`config.mk`:
```
export PLATFORM = sky130hd
export DESIGN_NAME = vending_param
export DESIGN_NICKNAME = d
export VERILOG_FILES = /design/src/rtl/vending_param.sv
export SDC_FILE = /design/constraint.sdc
export NUM_CORES = 1
export LEC_CHECK = 0
export BUFFER_PORTS_ARGS = -buffer_cell sky130_fd_sc_hd__buf_2
export CORE_MARGIN = 3
export CORE_UTILIZATION = 45
export DETAILED_ROUTE_END_ITERATION = 8
export GPL_TIMING_DRIVEN = 1
export PLACE_DENSITY = 0.64
export SYNTH_ARGS = -nofsm -noshare
export SYNTH_HDL_FRONTEND = slang
export SYNTH_SLANG_ARGS = --single-unit
export TNS_END_PERCENT = 10
```
`constraint.sdc`:
```
create_clock -name clk -period 4.8 [get_ports clk]
set_clock_uncertainty 0.15 [all_clocks]
set_input_delay 0.96 -clock clk [delete_from_list [all_inputs] [get_ports clk]]
set_output_delay 0.96 -clock clk [all_outputs]
set_load 0.02 [all_outputs]
```
`src/rtl/vending_param.sv`:
```
// vending_param: parametrised vending controller with per-product stock,
// sold-out flags, cancel/refund and credit-overflow coin rejection.
// Change is paid one coin per cycle in quarters, dimes and nickels.
//
// Ports:
//   clk                      rising-edge clock
//   reset                    synchronous reset, active-low
//   s5, s10, s25, s100       coin-inserted pulses (one cycle each)
//   sel[N_PROD]              product selection pulses
//   cancel                   refund request pulse
//   m[MW]                    current credit (registered)
//   c[MW]                    change remaining to pay (registered)
//   relq, reld, reln         quarter/dime/nickel release pulses
//   rel[N_PROD]              product release pulses
//   coin_reject              coin refused this cycle (combinational)
//   sold_out[N_PROD]         level flag, stock of product i is zero
//   qcollect, qrelease,
//   qinitc, qchange          one-hot state indicators
module vending_param #(
  parameter int unsigned          N_PROD     = 4,
  parameter int unsigned          MW         = 8,
  parameter logic [N_PROD*MW-1:0] PRICES     = {8'd100, 8'd75, 8'd65, 8'd50},
  parameter int unsigned          MAX_CREDIT = 200,
  parameter int unsigned          STOCK_W    = 4,
  parameter int unsigned          INIT_STOCK = 3
) (
  input  logic              clk,
  input  logic              reset,
  input  logic              s5,
  input  logic              s10,
  input  logic              s25,
  input  logic              s100,
  input  logic [N_PROD-1:0] sel,
  input  logic              cancel,
  output logic [MW-1:0]     m,
  output logic [MW-1:0]     c,
  output logic              relq,
  output logic              reld,
  output logic              reln,
  output logic [N_PROD-1:0] rel,
  output logic              coin_reject,
  output logic [N_PROD-1:0] sold_out,
  output logic              qcollect,
  output logic              qrelease,
  output logic              qinitc,
  output logic              qchange
);

  localparam int unsigned IDX_W = (N_PROD > 1) ? $clog2(N_PROD) : 1;
  localparam int unsigned SW    = MW + 1;

  localparam logic [MW-1:0] V_Q = MW'(25);
  localparam logic [MW-1:0] V_D = MW'(10);
  localparam logic [MW-1:0] V_N = MW'(5);

  typedef enum logic [1:0] {
    S_COLLECT = 2'd0,
    S_RELEASE = 2'd1,
    S_INITC   = 2'd2,
    S_CHANGE  = 2'd3
  } state_t;

  state_t              r_state;
  state_t              w_state_nxt;
  logic [MW-1:0]       r_m;
  logic [MW-1:0]       w_m_nxt;
  logic [MW-1:0]       r_c;
  logic [MW-1:0]       w_c_nxt;
  logic [IDX_W-1:0]    r_idx;
  logic [IDX_W-1:0]    w_idx_nxt;
  logic [STOCK_W-1:0]  r_stock [N_PROD];
  logic                w_stock_dec;

  logic                w_coin_vld;
  logic [SW-1:0]       w_coin;
  logic [SW-1:0]       w_sum;
  logic                w_fits;
  logic                w_sel_one;
  logic [IDX_W-1:0]    w_sel_idx;
  logic                w_buy;
  logic                w_cancel;

  function automatic logic [MW-1:0] price_of(input logic [IDX_W-1:0] idx);
    return PRICES[int'(idx)*MW +: MW];
  endfunction

  // Highest asserted denomination wins; lower simultaneous lines are dropped.
  always_comb begin
    w_coin     = '0;
    w_coin_vld = 1'b1;
    if (s100)      w_coin = SW'(100);
    else if (s25)  w_coin = SW'(25);
    else if (s10)  w_coin = SW'(10);
    else if (s5)   w_coin = SW'(5);
    else           w_coin_vld = 1'b0;
  end

  // Credit sum kept one bit wider so an overflowing coin is caught, not wrapped.
  assign w_sum  = {1'b0, r_m} + w_coin;
  assign w_fits = (w_sum <= SW'(MAX_CREDIT));

  // Selection decode: only a single pressed button can be honoured.
  always_comb begin
    w_sel_one = $onehot(sel);
    w_sel_idx = '0;
    for (int i = 0; i < N_PROD; i++) begin
      if (sel[i]) w_sel_idx = IDX_W'(i);
    end
  end

  assign w_buy    = w_sel_one && (r_stock[w_sel_idx] != '0) &&
                    (r_m >= price_of(w_sel_idx));
  assign w_cancel = cancel && (r_m != '0);

  // State register and datapath registers.
  always_ff @(posedge clk) begin
    if (!reset) begin
      r_state <= S_COLLECT;
      r_m     <= '0;
      r_c     <= '0;
      r_idx   <= '0;
      for (int i = 0; i < N_PROD; i++) begin
        r_stock[i] <= STOCK_W'(INIT_STOCK);
      end
    end else begin
      r_state <= w_state_nxt;
      r_m     <= w_m_nxt;
      r_c     <= w_c_nxt;
      r_idx   <= w_idx_nxt;
      if (w_stock_dec) begin
        r_stock[r_idx] <= r_stock[r_idx] - STOCK_W'(1);
      end
    end
  end

  // Next-state, datapath updates and pulse outputs.
  always_comb begin
    w_state_nxt = r_state;
    w_m_nxt     = r_m;
    w_c_nxt     = r_c;
    w_idx_nxt   = r_idx;
    w_stock_dec = 1'b0;
    rel         = '0;
    relq        = 1'b0;
    reld        = 1'b0;
    reln        = 1'b0;
    coin_reject = 1'b0;

    case (r_state)
      S_COLLECT: begin
        if (w_cancel) begin
          // Refund outranks any selection; a coin this cycle is refused.
          w_state_nxt = S_INITC;
          coin_reject = w_coin_vld;
        end else if (w_buy) begin
          w_idx_nxt   = w_sel_idx;
          w_state_nxt = S_RELEASE;
          coin_reject = w_coin_vld;
        end else if (w_coin_vld) begin
          if (w_fits) w_m_nxt = w_sum[MW-1:0];
          else        coin_reject = 1'b1;
        end
      end

      S_RELEASE: begin
        rel         = N_PROD'(1) << r_idx;
        w_m_nxt     = r_m - price_of(r_idx);
        w_stock_dec = 1'b1;
        w_state_nxt = S_INITC;
        coin_reject = w_coin_vld;
      end

      S_INITC: begin
        w_c_nxt     = r_m;
        w_m_nxt     = '0;
        w_state_nxt = S_CHANGE;
        coin_reject = w_coin_vld;
      end

      S_CHANGE: begin
        coin_reject = w_coin_vld;
        // Greedy payout, largest coin first, one coin per cycle.
        if (r_c >= V_Q) begin
          relq    = 1'b1;
          w_c_nxt = r_c - V_Q;
        end else if (r_c >= V_D) begin
          reld    = 1'b1;
          w_c_nxt = r_c - V_D;
        end else if (r_c >= V_N) begin
          reln    = 1'b1;
          w_c_nxt = r_c - V_N;
        end else begin
          w_c_nxt     = '0;
          w_state_nxt = S_COLLECT;
        end
      end

      default: begin
        w_state_nxt = S_COLLECT;
      end
    endcase
  end

  assign m = r_m;
  assign c = r_c;

  assign qcollect = (r_state == S_COLLECT);
  assign qrelease = (r_state == S_RELEASE);
  assign qinitc   = (r_state == S_INITC);
  assign qchange  = (r_state == S_CHANGE);

  // Sold-out flags track the live stock counters.
  always_comb begin
    sold_out = '0;
    for (int i = 0; i < N_PROD; i++) begin
      sold_out[i] = (r_stock[i] == '0);
    end
  end

endmodule

```
==> metrics.md <==
| Metric | Value |
|---|---|
| Status | completed |
| Largest family of logic cells by synthesized area | simple AND/OR/NAND/NOR gates |
| Crit path time final | 4.497 ns |
| IO Port Bufs | 42 |
| Worst Slack Setup Final | 0.3027 ns |
| IR drop worst, VDD | 0.0003116 V |
| Slew Viols, Final | 0 |
| Worst slew pin tran | 0.6973 ns |
| Num CTS Buffers | 5 |
| Flop2flop setup slack | 1.68 ns |
| Antenna-violating nets left | 0 |
| Core area | 0.007292 mm² |
| Most common cell after layout, fill and taps aside | nand2_1 |
| Hold buffers post-CTS | 0 |
| Max incr delay on CP | 0.57 ns |
| Vias in the first global route | 2843 |
| FF-to-FF path depth | 9 |
| Main area contributors after synthesis | ha_1 (16%), edfxtp_1 (14%), dfxtp_1 (13%), nand2_1 (5.5%), mux2i_1 (4.1%) |
| Worst-path cell chain | buf_2 > nor2_1 > inv_1 > ha_1 > ha_1 > nand4b_1 > nor2_1 > a21oi_1 > a211oi_1 > nor4_1 > a21oi_1 > buf_2 |
| EDFF count, synth | 16 |
| Clock power share | 15.2% |
| Most frequent cells in the layout | nand2_1 (50), ha_1 (44), buf_2 (42), inv_1 (37), nor2_1 (33) |
| Relative slew slack | 53.23% |
| Final setup viols | 0 |
| Max Root-Sink Buffers | 2 |
| Ys Warns | 0 |
| Synth-to-Final Area Change | 12.48% |
| Async SR Flop Fraction | 0% |
| Yosys top cell area share | 16.11% |
| Grt ovf | 0 |
| Maximum number of pins on one net before global-route repair | 30 |
| CP max FO | 4 |
| DRT iter0 DRCs | 190 |
| Root Driver | clkbuf_8 |
| Layout cells sized above 1 | 14.19% |
| Pre-antenna DRT Iters | 4 |
| Distinct cells, synth | 57 |
| RSZ-0062 raised after global routing | false |
| Fmax | 222.4 MHz |
| Leading area contributor after synthesis | ha_1 |
| Flop pwr share | 25.0% |
| CP startpoint kind | primary input |
| Initial cell density of the core | 46.88% |
| Max-cap violation count | 0 |
| Net Sw Frac | 46.67% |
| I/O pin count | 43 |
| Routed vias | 3018 |
| Die area | 0.008678 mm² |
| Syn avg cell area | 8.419 µm² |
| Multi-input gate area | 0.002298 mm² |
| Pre-CTS setup slack | 0.2993 ns |
| Dpl cells | 535 |
| Register area | 920.9 µm² |
| Total Wirelength | 8449 µm |
| Final cell count without fillers | 543 |
| Worst-skew pair later-pin latency | 0.29 ns |
| Period Utilization, post-route | 93.69% |
| CP Buf/Inv Count | 3 |
| First-pass GRT wire length | 14030 µm |
| Worst EP arrival | 3.39 ns |
| Post-Synthesis Net Count | 464 |
| Primary FF master, synth | dfxtp_1 |
| Fin nets | 501 |
| Adder-cell share of the synthesized area | 17.86% |
| Post-Synthesis Cells | 406 |
| Worst Hold Class | reg2reg |
| Comb pwr share | 59.8% |
| Post-Synth XOR/XNOR Area | 2.306% |
| Slowest CP cell | a211oi_1 |
| Die W | 93.16 µm |
| Critical path depth in cells | 12 |
| Clock sinks | 38 |
| Total GRT Usage | 19.96% |
| TritonCTS clock tree | done |
| Rows | 31 |
| Synth Cell Area | 0.003418 mm² |
| WS Path Type | in2out |
| Synth Area in Simple Gates | 21.85% |
| Mux cell area share after synthesis | 7.504% |
| Placer Congestion | 0.9020 |
| Initial antenna violation count | 0 |
| Hold depth | 2 |
| Total negative slack | 0 ns |
| Worst-path clk slew | 0.08 ns |
| P_sw | 999.2 µW |
| Fill cells | 712 |
| Seq/Total Area, Yosys | 26.94% |
| # DRC | 0 |
| Largest delay share family, worst path | compound AO/OA/AOI/OAI gates |
| WL per Instance | 15.56 µm |
| ANT cells | 0 |
| Fin. Hold Viols | 0 |
| #FFs+latches synth | 38 |
| HPWL Detailed | 6533 µm |
| Post-cts sizing count | 0 |
| Power Total | 2.141 mW |
| LEAKAGE | 1.714 nW |
| CP endpoint kind | output port |
| # Post-CTS Setup Buffers | 0 |
| Via density | 5.558 |
| Pwr per Cell Area | 556.8 mW/mm² |
| Int Power | 1.142 mW |
| H-tree depth | 2 |
| CP required | 3.69 ns |
| Die H | 93.16 µm |
| Synth Area in Compound Gates | 17.72% |
| Final Core Density | 52.73% |
==> worst register-to-register path: stages (launching register included) <==
cell and delay [ns]:
dfxtp_1 0.41, ha_1 0.27, fa_1 0.40, nand2_1 0.10
a21oi_1 0.11, o31a_1 0.29, a2111oi_0 0.37, o32a_1 0.25
o32a_1 0.47, mux2i_1 0.24
==> layout make-up <==
cell class	count	area share [%]
Multi-Input combinational cell	317	59.78
Sequential cell	38	23.95
Timing Repair Buffer	44	5.857
Inverter	37	3.612
Tap cell	99	3.222
Clock buffer	5	1.790
Clock inverter	3	1.790
==> cell usage after synthesis (all sizes together) (3+ instances only) <==
library cell and n:
a211oi 12, a21o 4, a21oi 16, a311oi 3, and2 7, clkbuf 13
dfxtp 22, edfxtp 16, fa 3, ha 44, inv 37, mux2i 14
mux4 4, nand2 50, nand2b 3, nand3 8, nor2 33, nor2b 6
nor3 16, nor3b 3, nor4 9, o211ai 3, o21a 5, o21ai 20
o31ai 3, or3 7, xnor2 4, xor2 5
==> worst paths after layout <==
check / startpoint / endpoint
max: sel[3] / coin_reject
min: r_state[1] / r_state[1]
max reg2reg: m[0] / m[6]
min reg2reg: r_state[1] / r_state[1]
==> power by group through the flow <==
stage | Sequential (mW) | Clock (mW) | Combinational (mW)
after floorplan | 0.541 | 0 | 0.962
after global placement | 0.539 | 0 | 1.26
after detailed placement | 0.541 | 0 | 1.27
after CTS | 0.534 | 0.331 | 1.28
after global routing | 0.549 | 0.348 | 1.44
final | 0.535 | 0.326 | 1.28
==> through the flow <==
| stage | instance area [µm²] | hold slack [ns] |
|---|---|---|
| after floorplan | 3418 | 0.3148 |
| after global placement | 3707 | 0.3453 |
| after detailed placement | 3707 | 0.3484 |
| after CTS | 3845 | 0.3603 |
| after global routing | 3845 | 0.3919 |
| final | 3845 | 0.3601 |
==> cells by family after synthesis <==
| kind of cell | after synthesis |
|---|---|
| simple gates | 152 |
| compound gates | 89 |
| buf+inv | 51 |
| fa+ha+maj | 47 |
| flops | 38 |
| mux | 20 |
| xor+xnor | 9 |
==> layer usage <==
metal  GRT usage [%]  vias up  share of wire (%)
met5               0        -                  0
met4           5.861        0                1.7
met3           2.735       12                4.0
met2           32.27       81                 46
met1           27.78     1374                 48
li1                -     1551                  -
==> state kept, by name, indices dropped and copies added (netlist names), named ones only <==
signal and flops:
r_stock 16, m 8, r_state 2, r_idx 2
c 8
No activity file was read; power rests on OpenSTA's default activity.
